<file path="src/rtl/seg_scan_outport.sv">
// Multi-digit seven-segment output port: CPU-loaded hex digits with per-digit blanking,
// scanned onto one shared segment bus with one-hot digit enables.
module seg_scan_outport #(
   parameter int NUM_DIGITS     = 4,
   parameter int SCAN_DIV       = 1000,
   parameter int SEG_ACTIVE_LOW = 0,
   parameter int AN_ACTIVE_LOW  = 1,
   parameter int AW             = 4
) (
   input  logic                  clk,
   input  logic                  rst,
   input  logic                  wr_en,
   input  logic [AW-1:0]         wr_addr,
   input  logic [3:0]            wr_data,
   input  logic                  wr_blank,
   output logic [6:0]            seg_out,
   output logic [NUM_DIGITS-1:0] an_out,
   output logic                  frame_start
);

   localparam int CW = (SCAN_DIV > 1) ? $clog2(SCAN_DIV) : 1;
   localparam int IW = (NUM_DIGITS > 1) ? $clog2(NUM_DIGITS) : 1;
   localparam logic [CW-1:0] CNT_LAST = CW'(SCAN_DIV - 1);
   localparam logic [IW-1:0] IDX_LAST = IW'(NUM_DIGITS - 1);
   localparam logic [6:0] SEG_OFF = (SEG_ACTIVE_LOW != 0) ? 7'h7F : 7'h00;
   localparam logic [NUM_DIGITS-1:0] AN_OFF = (AN_ACTIVE_LOW != 0) ? '1 : '0;

   typedef struct packed {
      logic       blank;
      logic [3:0] nib;
   } digit_t;

   function automatic logic [6:0] hex7(input logic [3:0] n);
      logic [6:0] s;
      case (n)
         4'h0: s = 7'h3F;
         4'h1: s = 7'h06;
         4'h2: s = 7'h5B;
         4'h3: s = 7'h4F;
         4'h4: s = 7'h66;
         4'h5: s = 7'h6D;
         4'h6: s = 7'h7D;
         4'h7: s = 7'h07;
         4'h8: s = 7'h7F;
         4'h9: s = 7'h6F;
         4'hA: s = 7'h77;
         4'hB: s = 7'h7C;
         4'hC: s = 7'h39;
         4'hD: s = 7'h5E;
         4'hE: s = 7'h79;
         default: s = 7'h71;
      endcase
      return s;
   endfunction

   digit_t                  digit_q [NUM_DIGITS];
   digit_t                  digit_d [NUM_DIGITS];
   logic                    run_q, run_d;
   logic [CW-1:0]           cnt_q, cnt_d;
   logic [IW-1:0]           idx_q, idx_d;
   logic                    wrap_q, wrap_d;
   logic [6:0]              seg_q, seg_d;
   logic [NUM_DIGITS-1:0]   an_q, an_d;
   logic                    frame_q, frame_d;
   digit_t                  cur;
   logic [NUM_DIGITS-1:0]   an_hot;

   always_comb begin
      digit_d = digit_q;
      for (int i = 0; i < NUM_DIGITS; i++) begin
         if (wr_en && (wr_addr == AW'(i))) begin
            digit_d[i] = '{blank: wr_blank, nib: wr_data};
         end
      end

      cur    = digit_q[0];
      an_hot = '0;
      for (int i = 0; i < NUM_DIGITS; i++) begin
         if (idx_q == IW'(i)) begin
            cur       = digit_q[i];
            an_hot[i] = 1'b1;
         end
      end

      // run_q holds the scan and outputs dark for one cycle after reset release
      run_d   = 1'b1;
      cnt_d   = cnt_q;
      idx_d   = idx_q;
      wrap_d  = 1'b0;
      seg_d   = SEG_OFF;
      an_d    = AN_OFF;
      frame_d = 1'b0;
      if (run_q) begin
         if (cnt_q == CNT_LAST) begin
            cnt_d  = '0;
            wrap_d = (idx_q == IDX_LAST);
            idx_d  = wrap_d ? '0 : idx_q + 1'b1;
         end else begin
            cnt_d = cnt_q + 1'b1;
         end
         seg_d   = cur.blank ? SEG_OFF : (hex7(cur.nib) ^ SEG_OFF);
         an_d    = an_hot ^ AN_OFF;
         // delayed one stage so the pulse lines up with digit 0 on an_out
         frame_d = wrap_q;
      end
   end

   always_ff @(posedge clk) begin
      if (rst) begin
         for (int i = 0; i < NUM_DIGITS; i++) begin
            digit_q[i] <= '{blank: 1'b1, nib: 4'h0};
         end
         run_q   <= 1'b0;
         cnt_q   <= '0;
         idx_q   <= '0;
         wrap_q  <= 1'b0;
         seg_q   <= SEG_OFF;
         an_q    <= AN_OFF;
         frame_q <= 1'b0;
      end else begin
         digit_q <= digit_d;
         run_q   <= run_d;
         cnt_q   <= cnt_d;
         idx_q   <= idx_d;
         wrap_q  <= wrap_d;
         seg_q   <= seg_d;
         an_q    <= an_d;
         frame_q <= frame_d;
      end
   end

   assign seg_out     = seg_q;
   assign an_out      = an_q;
   assign frame_start = frame_q;

endmodule

</file>
<file path="config.mk">
export PLATFORM = sky130hd
export DESIGN_NAME = seg_scan_outport
export DESIGN_NICKNAME = d
export VERILOG_FILES = /design/src/rtl/seg_scan_outport.sv
export SDC_FILE = /design/constraint.sdc
export NUM_CORES = 1
export LEC_CHECK = 0
export ABC_AREA = 1
export CORE_MARGIN = 3
export CORE_UTILIZATION = 29
export CTS_BUF_LIST = sky130_fd_sc_hd__clkbuf_4 sky130_fd_sc_hd__clkbuf_8
export DETAILED_ROUTE_END_ITERATION = 8
export PLACE_DENSITY = 0.52
export RECOVER_POWER = 100
export SETUP_SLACK_MARGIN = 0.3
export SLEW_MARGIN = 20
export SYNTH_ARGS = -nofsm -noshare
export SYNTH_HDL_FRONTEND = slang
export SYNTH_SLANG_ARGS = --single-unit
export TNS_END_PERCENT = 5
</file>
<file path="constraint.sdc">
create_clock -name clk -period 5.07 [get_ports clk]
set_input_delay 1.014 -clock clk [delete_from_list [all_inputs] [get_ports clk]]
set_output_delay 1.014 -clock clk [all_outputs]
set_load 0.05 [all_outputs]
</file>
==> metrics list, run 1 <==
- At the pin with the least slew margin, the transition time is 0.6422 ns.
* Count of buffer and inverter cells on the critical path: 1
- The later pin in the worst-skew pair is clocked with a latency of 0.30 ns.
* Overall die area: 8260 sq um
- For this run, design rule violations remaining after detail routing come to 0.
- H-tree depth: 2
* Net count after synthesis: 306
- Cell row count: 30
- STA puts the critical path data required time at 4.06 ns.
- Worst relative slew slack: 57.19%
* Share of post-route cells with drive strength above 1: 5.178%
- Remaining number of nets flagged by the antenna check after routing: 0
- Largest delay contributor family on the critical path: buffers and inverters
- The worst hold path belongs to the class flop to flop.
- After detailed placement, the design holds a cell count of 397.
* Clock transition at the registers of the reported paths: 0.10 ns
- Average wire length per cell after detail routing: 10.62 um
- Via count of the first global-routing pass: 1748
* Count of instances resized after the clock tree is built: 0
- Worst reg-to-reg path cell count: 11
- HPWL after DPL: 3.337 mm
* Port Buf Inserts: 23
- Routed length on met3: 211 um
- Die width: 90.89 um
- Across the run, the number of max-cap violations was 0.
- After detailed routing, the wire length on met1 is 2.150 mm.
- Synth cell count leaders: sky130_fd_sc_hd__nand2_1 (67), sky130_fd_sc_hd__dfxtp_1 (46), sky130_fd_sc_hd__nor2_1 (38), sky130_fd_sc_hd__inv_1 (31), sky130_fd_sc_hd__a21oi_1 (22)
- Top cell type by total area after synthesis: sky130_fd_sc_hd__dfxtp_1
- Antenna violations before repair: 0
- In this run switching power makes up 25.17% of total power.
- After filler insertion, the fill cell instance count of the layout stands at 780.
- The number of setup buffers added after CTS is 0.
- The startpoint identified for the worst hold timing path is wrap_q$_SDFF_PP0_.
- At the worst endpoint, the arrival time is 1.48 ns.
- After detailed routing, the met2 layer carries 1.864 mm of wire.
* Register bit total from synthesis: 46
* Hold Path Depth: 2
* Vias: 1812
- Crit-path cells: dlygate4sd3_1
- The flow ran to the end, and the final reports show no timing, DRC or antenna violations.
- For this configuration, the core starts out at a cell density of 30.25%.
- Global routing consumed, over all layers together, 11.37% of the routing resources.
- GRT overflow: 0
- Power Dens Cells: 257.6 nW/um^2
- The total area inside the core boundary comes to 6907 sq um.
- Internal power: 482.0 uW
- Global placement routability congestion: 0.8188
* Reg-to-reg critical path endpoint: seg_out[5]$_SDFF_PP0_
- The critical path is of the flop to primary output type.
- Number of buffers added to fix hold violations after cts: 0
- In this run the static leakage power is 1.044 nW.
* Number of flops mapped to enable cells by yosys: 0
* Number of detailed-route iterations in the first pass: 4
* Post-synthesis to final-layout area growth: 19.64%
- Initial DRC count: 67
* Highest net fanout along the worst path: 1
* Top area cells in the synthesized netlist: sky130_fd_sc_hd__dfxtp_1 (44%), sky130_fd_sc_hd__nand2_1 (12%), sky130_fd_sc_hd__nor2_1 (6.8%), sky130_fd_sc_hd__ha_1 (6.6%), sky130_fd_sc_hd__inv_1 (5.6%)
- Highest metal layer with signal wires: met4
- Counting I/O delays and the setup requirement, the final critical path takes 2.497 ns.
- After technology mapping, the gate count stands at 283.
* Combinational Power Share: 6.3%
* Sequential cell fraction of total power: 57.6%
- Non-Filler Instances: 405
- Total number of nets in the final design: 331
- The slowest stage of the critical path belongs to the cell sky130_fd_sc_hd__dlygate4sd3_1.
- The share of the Yosys chip area taken by registers is 44.07%.
* Average via count per standard cell: 4.474
- Total clock buffers created by CTS: 5
- CP startpoint kind: flop
- The longest clock path from root to sink contains 2 buffers.
* Dominant cell by count in the synthesized netlist: sky130_fd_sc_hd__nand2_1
- Setup violations remaining at the end of the flow were counted as 0.
- TritonCTS built the clock tree.
- Based on the critical path, the design can be clocked at up to 400.5 MHz.
- Root buf cell: sky130_fd_sc_hd__clkbuf_8
- Post-Synthesis Mean Instance Area: 7.383 sq um
* Unique masters post-synth: 26
- For this block, the routed nets add up to 4.303 mm of wire.
- Number of antenna repair diodes: 0
- Largest net degree at the start of global routing: 21
- The first global-routing pass estimated 7.783 mm of wire.
- Dividing the final minimum period by the clock period gives 49.25%.
- The worst setup path is captured at a primary output.
- Fin. max-slew vios: 0
- RSZ-0062 raised after global routing: no
- The setup check on the worst reg-to-reg path leaves a slack of 2.65 ns.
* Net Sw Power: 162.1 uW
- Ys async rst share: 0%
- Post-synth top area share: 44.07%
- Sinks on Clock Net: 46
* Prevailing post-synth register cell: sky130_fd_sc_hd__dfxtp_1
* Highest cell delay on the worst timing path: 0.87 ns
- Clock share of power: 36.1%
* Final Hold Viols: 0
- Hold path endpoint: frame_start$_SDFF_PP0_
- Die outline height: 90.89 um
* Worst flop-to-flop path startpoint: idx_q[1]$_SDFFE_PP0P_
- IO Count: 24
- Largest voltage drop on the vdd net: 0.09497 mV
* Worst clock skew: 0.01102 ns
- Sum of negative setup slack: 0 ns
- Yosys printed 0 warnings.
* Synth Cell Area: 2090 sq um
placed cells by master (no fill, tap or decap), drive strengths merged:
master | synthesis | layout
clkinvlp | 0 | 2
clkdlybuf4s50 | 0 | 8
dfxtp | 46 | 46
o211ai | 4 | 4
ha | 11 | 11
a211oi | 2 | 2
nand4 | 1 | 1
nor3b | 3 | 3
o21ai | 16 | 16
xnor2 | 1 | 1
dlygate4sd3 | 0 | 15
o21a | 1 | 1
nor3 | 6 | 6
nor2 | 40 | 40
xor2 | 2 | 2
nand2 | 68 | 68
clkbuf | 1 | 5
inv | 34 | 35
a21oi | 24 | 24
nand3 | 19 | 19
cells by family after synthesis:
family,synth area share (%)
AOI/OAI and AO/OA,12.82
xor gates and xnor gates,1.258
adders and majority gates,6.587
buffers and inverters,7.365
DFF,44.07
and+or+nand+nor,27.90
power by group through the flow:
stage	logic, mW	registers, mW	clock network (mW)
3_3_place_gp	0.0417	0.380	0
4_1_cts	0.0419	0.371	0.242
5_1_grt	0.0463	0.372	0.257
2_1_floorplan	0.0221	0.381	0
3_5_place_dp	0.0418	0.379	0
6_report	0.0404	0.371	0.233
worst max path at each step:
stage                                     start                       to  slack [ns]  depth (start not counted)
after floorplan                      wr_addr[3]  digit_q[0]$_SDFFE_PP0P_        3.13                          6
after global placement                      rst    cnt_q[9]$_SDFFE_PP0P_        2.33                          5
after detailed placement                    rst    cnt_q[9]$_SDFFE_PP0P_        2.33                          5
after CTS                  an_out[2]$_SDFF_PP1_                an_out[2]        2.62                          1
after global routing      idx_q[1]$_SDFFE_PP0P_    seg_out[5]$_SDFF_PP0_        2.28                         11
final                      an_out[2]$_SDFF_PP1_                an_out[2]        2.57                          1
flip-flops by register name, summed over array words and instances (netlist names):
| register | count |
|---|---|
| digit_q | 20 |
| cnt_q | 10 |
| seg_out | 7 |
| an_out | 4 |
| idx_q | 2 |
| frame_start | 1 |
| run_q | 1 |
| wrap_q | 1 |
per-stage QoR:
stage	setup slack [ns]	total power, mW	util (%)	cell area [sq um]	hold slack, ns
finish	2.573	0.6441	36.20	2500	0.4233
global route	2.281	0.6750	36.20	2500	0.4562
CTS	2.616	0.6552	36.29	2506	0.4289
detailed placement	2.335	0.4212	34.95	2414	0.4032
global placement	2.330	0.4212	34.95	2414	0.4007
floorplan	3.126	0.4032	-	2090	0.3935
final cells by class:
type / instances / area (sq um) / share of cell area, %
sequential: 46 / 920.9 / 36.84
clock buffer: 5 / 68.82 / 2.753
inverter: 34 / 127.6 / 5.105
multi-input combinational: 198 / 1008 / 40.34
tap: 96 / 120.1 / 4.805
timing repair buffer: 23 / 230.2 / 9.209
clock inverter: 3 / 23.77 / 0.9510
routing by layer:
metal	vias up	GRT usage (%)
met5	-	0
met4	0	4.774
met3	6	3.250
met2	42	17.91
met1	812	14.51
li1	952	-
No activity file was read; power rests on OpenSTA's default activity.
==> run 2, diff against run 1 <==
- PLACE_DENSITY: 0.52 -> 0.53
- clock period: 5.07 -> 2.2 ns (I/O delays scaled with it)
==> run 2 against run 1 <==
Final area increased by 5.0%; critical path depth unchanged; clock skew decreased by 0.0032 ns; die area unchanged; highest routed layer unchanged.
==> metrics list, run 2 (synthesized netlist as in run 1, its figures left out) <==
- Path type of the worst setup path: flop to primary output (unchanged)
- Top library cells by usage in the layout, fill and taps aside: sky130_fd_sc_hd__nand2_1 (67), sky130_fd_sc_hd__dfxtp_1 (44), sky130_fd_sc_hd__nor2_1 (38), sky130_fd_sc_hd__inv_1 (28), sky130_fd_sc_hd__a21oi_1 (22) (was sky130_fd_sc_hd__nand2_1 (67), sky130_fd_sc_hd__dfxtp_1 (46), sky130_fd_sc_hd__nor2_1 (39), sky130_fd_sc_hd__inv_1 (31), sky130_fd_sc_hd__a21oi_1 (23)).
* Initial DRC count: 81 (was 67)
- The number of top-level pins came to 24 (unchanged).
- The number of antenna violations at the first check in global routing came to 0 (unchanged).
- GRT overflow: 0 (unchanged)
- Register name with the most flops: digit_q (unchanged)
- Counting I/O delays and the setup requirement, the final critical path takes 1.922 ns.
- The total clock sinks is 46 (unchanged).
- Tot GR Track Use: 11.59% (was 11.37%)
- The critical path startpoint category is a flop (unchanged).
* Post-synthesis to final-layout area growth: 25.63% (was 19.64%)
- The clock-pin slew reported for the worst setup and hold paths after clock tree synthesis was 0.08 ns (was 0.10 ns).
- Highest net fanout along the worst path: 1 (unchanged)
- Initial cell density of the core: 30.25% (unchanged)
* Overall die area: 8260 sq um (unchanged)
- The tightest slew margin relative to the limit was 52.69% (was 57.19%).
- RSZ-0062 raised after global routing: yes (was no).
- For this run, the top clock speed supported by timing is 520.2 MHz.
- Power Dens Cells: 648.6 nW/um^2 (was 257.6 nW/um^2)
- The share of post-route cells with drive strength above 1 is 9.236% (was 5.178%).
* Core Footprint: 6907 sq um (unchanged)
- Smallest setup slack after layout: 0.2776 ns (was 2.573 ns)
- The slew at the pin with the worst max-slew slack was 0.7097 ns (was 0.6422 ns).
- The utilization of the core after routing is 38.01% (was 36.20%).
- The number of max-cap violations is 0 (unchanged).
- The combinational cell fraction of total power was 5.8% (was 6.3%).
- Sum of negative setup slack: 0 ns (unchanged)
- Status: complete, no violations (unchanged)
- The capturing element type of the critical path is a primary output (unchanged).
* Count of buffer and inverter cells on the critical path: 1 (unchanged)
- Dividing the final minimum period by the clock period gives 87.38%.
- Port Buf Inserts: 23 (unchanged)
- Switching share of total power: 21.43% (was 25.17%)
- Arrival time of the worst setup path: 1.48 ns (about the same)
- The first-pass GRT wire length was 7.859 mm (was 7.783 mm).
* Average via count per standard cell: 4.337 (was 4.474)
- The cell family with the largest share of critical-path delay is buffers and inverters (unchanged).
- Number of detailed-route iterations in the first pass: 4 (unchanged)
* Detailed Route WL: 4.488 mm (was 4.303 mm)
- The diode insertion count for antenna repair came to 0 (unchanged).
- Final Hold Viols: 0 (unchanged)
- Number of fill cells: 759 (was 780)
* Source-to-sink clock delay at the later pin of the worst-skew pair: 0.30 ns (about the same)
- Sequential cell fraction of total power: 50.1% (was 57.6%)
- Crit-path cells: dlygate4sd3_1 (unchanged)
* H-tree depth: 2 (unchanged)
- The flop-to-flop setup slack is 0.35 ns (was 2.65 ns).
* Largest net degree at the start of global routing: 19 (was 21)
* Internal power: 1.338 mW (was 482.0 uW)
- Maximum root-to-sink buffer count: 2 (unchanged)
- The last weighted congestion value of the routability-driven placer is 0.7790 (was 0.8188).
- Path class of the lowest-slack min-delay path: flop to flop (unchanged)
* HPWL after DPL: 3.415 mm (was 3.337 mm)
* Clock tree from TritonCTS: yes (unchanged)
- The total leakage power came to 1.091 nW (was 1.044 nW).
* Worst setup timing slack at the placement stage: 0.2341 ns (was 2.335 ns)
* Die outline height: 90.89 um (unchanged)
- Total clock buffers created by CTS: 5 (unchanged)
- Remaining number of nets flagged by the antenna check after routing: 0 (unchanged)
- The number of DRC violations after detailed routing came to 0 (unchanged).
* Final Instance Area: 2625 sq um (was 2500 sq um)
- The slowest library cell on the worst path was sky130_fd_sc_hd__dlygate4sd3_1 (unchanged).
- The clock root buffer is sky130_fd_sc_hd__clkbuf_8 (unchanged).
- The part of the power in the clock network is 44.2% (was 36.1%).
* Die width: 90.89 um (unchanged)
* Placed standard-cell area: 2444 sq um (was 2414 sq um)
- The final layout net count was 336 (was 331).
* Worst clock skew: 0.007768 ns (was 0.01102 ns)
- The data required time of the critical path was 1.76 ns (was 4.06 ns).
* Max FFs per register: 20 (unchanged)
- Average wire length per cell after detail routing: 10.95 um (was 10.62 um)
- Endpoints failing setup: 0 (unchanged)
- The peak supply drop came to 0.2447 mV (was 0.09497 mV).
- Net Sw Power: 364.8 uW (was 162.1 uW)
- The final-report max-slew violation count was 0 (unchanged).
- The biggest cell delay along the critical path is 0.87 ns (about the same).
* Vias: 1778 (was 1812)
* Most common library cell in the layout ignoring fill and taps: sky130_fd_sc_hd__nand2_1 (unchanged)
* Via count of the first global-routing pass: 1732 (was 1748)
* Cell row count: 30 (unchanged)
[run 2: changes by cell type in the layout (fill, tap and decap cells not counted), moves of 2 or more]
cell / change
sky130_fd_sc_hd__buf_4: +2
sky130_fd_sc_hd__bufinv_16: +2
sky130_fd_sc_hd__clkbuf_1: +2
sky130_fd_sc_hd__clkinvlp_4: -2
sky130_fd_sc_hd__dfxtp_1: -2
sky130_fd_sc_hd__dfxtp_4: +2
sky130_fd_sc_hd__ha_1: -3
sky130_fd_sc_hd__ha_4: +2
sky130_fd_sc_hd__inv_1: -3
sky130_fd_sc_hd__inv_4: +2
[run 2: final timing paths]
kind / cells after the start / end / start
max: 1 / frame_start / frame_start$_SDFF_PP0_
min: 2 / frame_start$_SDFF_PP0_ / wrap_q$_SDFF_PP0_
max reg2reg: 13 / seg_out[1]$_SDFF_PP0_ / idx_q[1]$_SDFFE_PP0P_
min reg2reg: 2 / frame_start$_SDFF_PP0_ / wrap_q$_SDFF_PP0_
[run 2: power by group through the flow]
| stage | combinational [mW] | sequential (mW) | clock, mW |
|---|---|---|---|
| floorplan | 0.0510 | 0.878 | 0 |
| global placement | 0.101 | 0.874 | 0 |
| detailed placement | 0.102 | 0.874 | 0 |
| CTS | 0.102 | 0.855 | 0.774 |
| global route | 0.113 | 0.855 | 0.808 |
| finish | 0.0980 | 0.852 | 0.752 |
[run 2: final cells by class]
| cell class | instances | area, sq um | share of cell area, % |
|---|---|---|---|
| clock buffers | 5 | 68.82 | 2.622 |
| multi-input cells | 198 | 1042 | 39.70 |
| clock inverters | 3 | 68.82 | 2.622 |
| well taps | 96 | 120.1 | 4.576 |
| inverters | 34 | 132.6 | 5.052 |
| repair buffers | 28 | 264.0 | 10.06 |
| flip-flops and latches | 46 | 928.4 | 35.37 |
[run 2: timing repair]
action | in CTS | in global routing
hold buffers | 0 | 0
setup endpoints to repair | 3 | 9
buffers inserted | 0 | 1
gates resized for setup | 3 | 15
pin swaps | 0 | 2
[run 2: layer usage]
layer  vias to the layer above  track usage [%]  share of wire (%)
met4                         0            4.523                2.0
li1                        959                -                  -
met2                        21            19.21                 44
met3                         8            2.417                2.9
met1                       790            14.72                 51
met5                         -                0                  0
[run 2: metrics by stage]
stage / power [mW] / hold WS [ns] / cells
2_1_floorplan: 0.9291 / 0.3935 / 283
3_3_place_gp: 0.9754 / 0.4019 / 401
3_5_place_dp: 0.9762 / 0.4092 / 401
4_1_cts: 1.732 / 0.4199 / 409
5_1_grt: 1.776 / 0.4664 / 410
6_report: 1.703 / 0.4225 / 410
==> variant (config.mk and constraints of run 2) <==
`AW`: 4 -> 5.
--- a/src/rtl/seg_scan_outport.sv
+++ b/src/rtl/seg_scan_outport.sv
@@ -5,7 +5,7 @@
    parameter int SCAN_DIV       = 1000,
    parameter int SEG_ACTIVE_LOW = 0,
    parameter int AN_ACTIVE_LOW  = 1,
-   parameter int AW             = 4
+   parameter int AW             = 5
 ) (
    input  logic                  clk,
    input  logic                  rst,
Interface: changed (resized wr_addr); port bits go from 24 to 25. The function was not compared with the original's and may differ.
==> variant against run 2 <==
Maximum frequency grew 0.49%; power shrank 15%; sequential cell count is the same; setup slack gained 0.0094 ns; cell area is essentially flat; synthesized area grew 3.3%; wire length shrank 1.6%; critical path type unchanged; critical endpoint is now seg_out[3]; highest routed layer unchanged.
==> variant: results <==
{
  "hold_path.class": "register to register",
  "place_ws_ns": 0.269,
  "swShare": 0.230,
  "largest_reg_flops": 20,
  "worstReg2RegEnd": "seg_out[4]$_SDFF_PP0_",
  "wl_um": 4420,
  "worstReg2RegStart": "idx_q[0]$_SDFFE_PP0P_",
  "leakage_nw": 1.12,
  "vias": 1797,
  "grt_use_met2": 0.173,
  "status": "completed",
  "groute.layer.met3.usage": 0.0254,
  "wl_met2_um": 1900,
  "portBuffers": 24,
  "grt_first_pass_wirelength_um": 7690,
  "seq_area_frac_synth": 0.427,
  "grt_use_met1": 0.155,
  "drive_gt1_frac": 0.114,
  "timing.critical_path.from": "seg_out[3]$_SDFF_PP0_",
  "dr_wl_met3_um": 183,
  "insertion_delay_ns": 0.30,
  "fin_skew_ns": 0.00763,
  "fin_ws_ns": 0.287,
  "hold_depth": 1,
  "synth.area.top_cells": "dfxtp_1, nand2_1, nor2_1",
  "ys_top_cells_by_count": "nand2_1, nor2_1, dfxtp_1, inv_1, o21ai_0",
  "crit_path_end": "seg_out[3]",
  "place_hpwl_um": 3480,
  "dr.first_iter.drc_count": 70,
  "syn-num-nets": 307,
  "wl_met1_um": 2280,
  "ys_types": 30,
  "grt_max_degree": 25,
  "place_congestion": 0.774,
  "hold_start": "cnt_q[6]$_SDFFE_PP0P_",
  "track_usage": 0.111,
  "ir_drop_mv": 0.205,
  "ff2ff_path_depth": 7
}
-- variant: cell types whose count changed in the layout (fill, tap and decap cells not counted), sizes merged, moves of 2 or more --
cell / delta
bufinv: -2
o21ai: +7
a21oi: -4
xor2: -2
nand2: -10
nor2: +11
inv: -3
-- variant: layout make-up --
| class | instances | area, um^2 |
|---|---|---|
| tap | 96 | 120 |
| clock inverter | 1 | 7.51 |
| sequential | 46 | 926 |
| multi-input combinational | 202 | 1110 |
| clock buffer | 6 | 76.3 |
| inverter | 32 | 123 |
| fill | 779 | 4390 |
| timing repair buffer | 28 | 267 |
-- variant: cells by family (layout without fill, tap and decap cells) --
| group | Yosys count | in the layout | synth area share |
|---|---|---|---|
| AOI/OAI and AO/OA | 50 | 50 | 0.144 |
| adders and majority gates | 11 | 11 | 0.0638 |
| buffers and inverters | 35 | 67 | 0.0626 |
| DFF | 46 | 46 | 0.427 |
| and+or+nand+nor | 141 | 141 | 0.303 |
-- variant: power groups by stage --
| stage | Combinational, W | Sequential, W | Clock, W |
|---|---|---|---|
| CTS | 0.0000944 | 0.000849 | 0.000530 |
| finish | 0.0000903 | 0.000847 | 0.000506 |
| floorplan | 0.0000461 | 0.000872 | 0 |
| detailed placement | 0.0000945 | 0.000868 | 0 |
| global placement | 0.0000937 | 0.000869 | 0 |
| global route | 0.000103 | 0.000849 | 0.000566 |
-- variant: stage by stage --
step / hold slack (ns) / area, um^2 / std cells
final: 0.476 / 2630 / 411
after global routing: 0.487 / 2630 / 411
after CTS: 0.476 / 2630 / 411
after detailed placement: 0.457 / 2540 / 404
after global placement: 0.454 / 2540 / 404
after floorplan: 0.429 / 2160 / 283
-- variant: what timing repair did --
action	4_1_cts	5_1_grt
endpoints found under the setup margin	3	7
gates resized for setup	1	8
buffers inserted	0	0
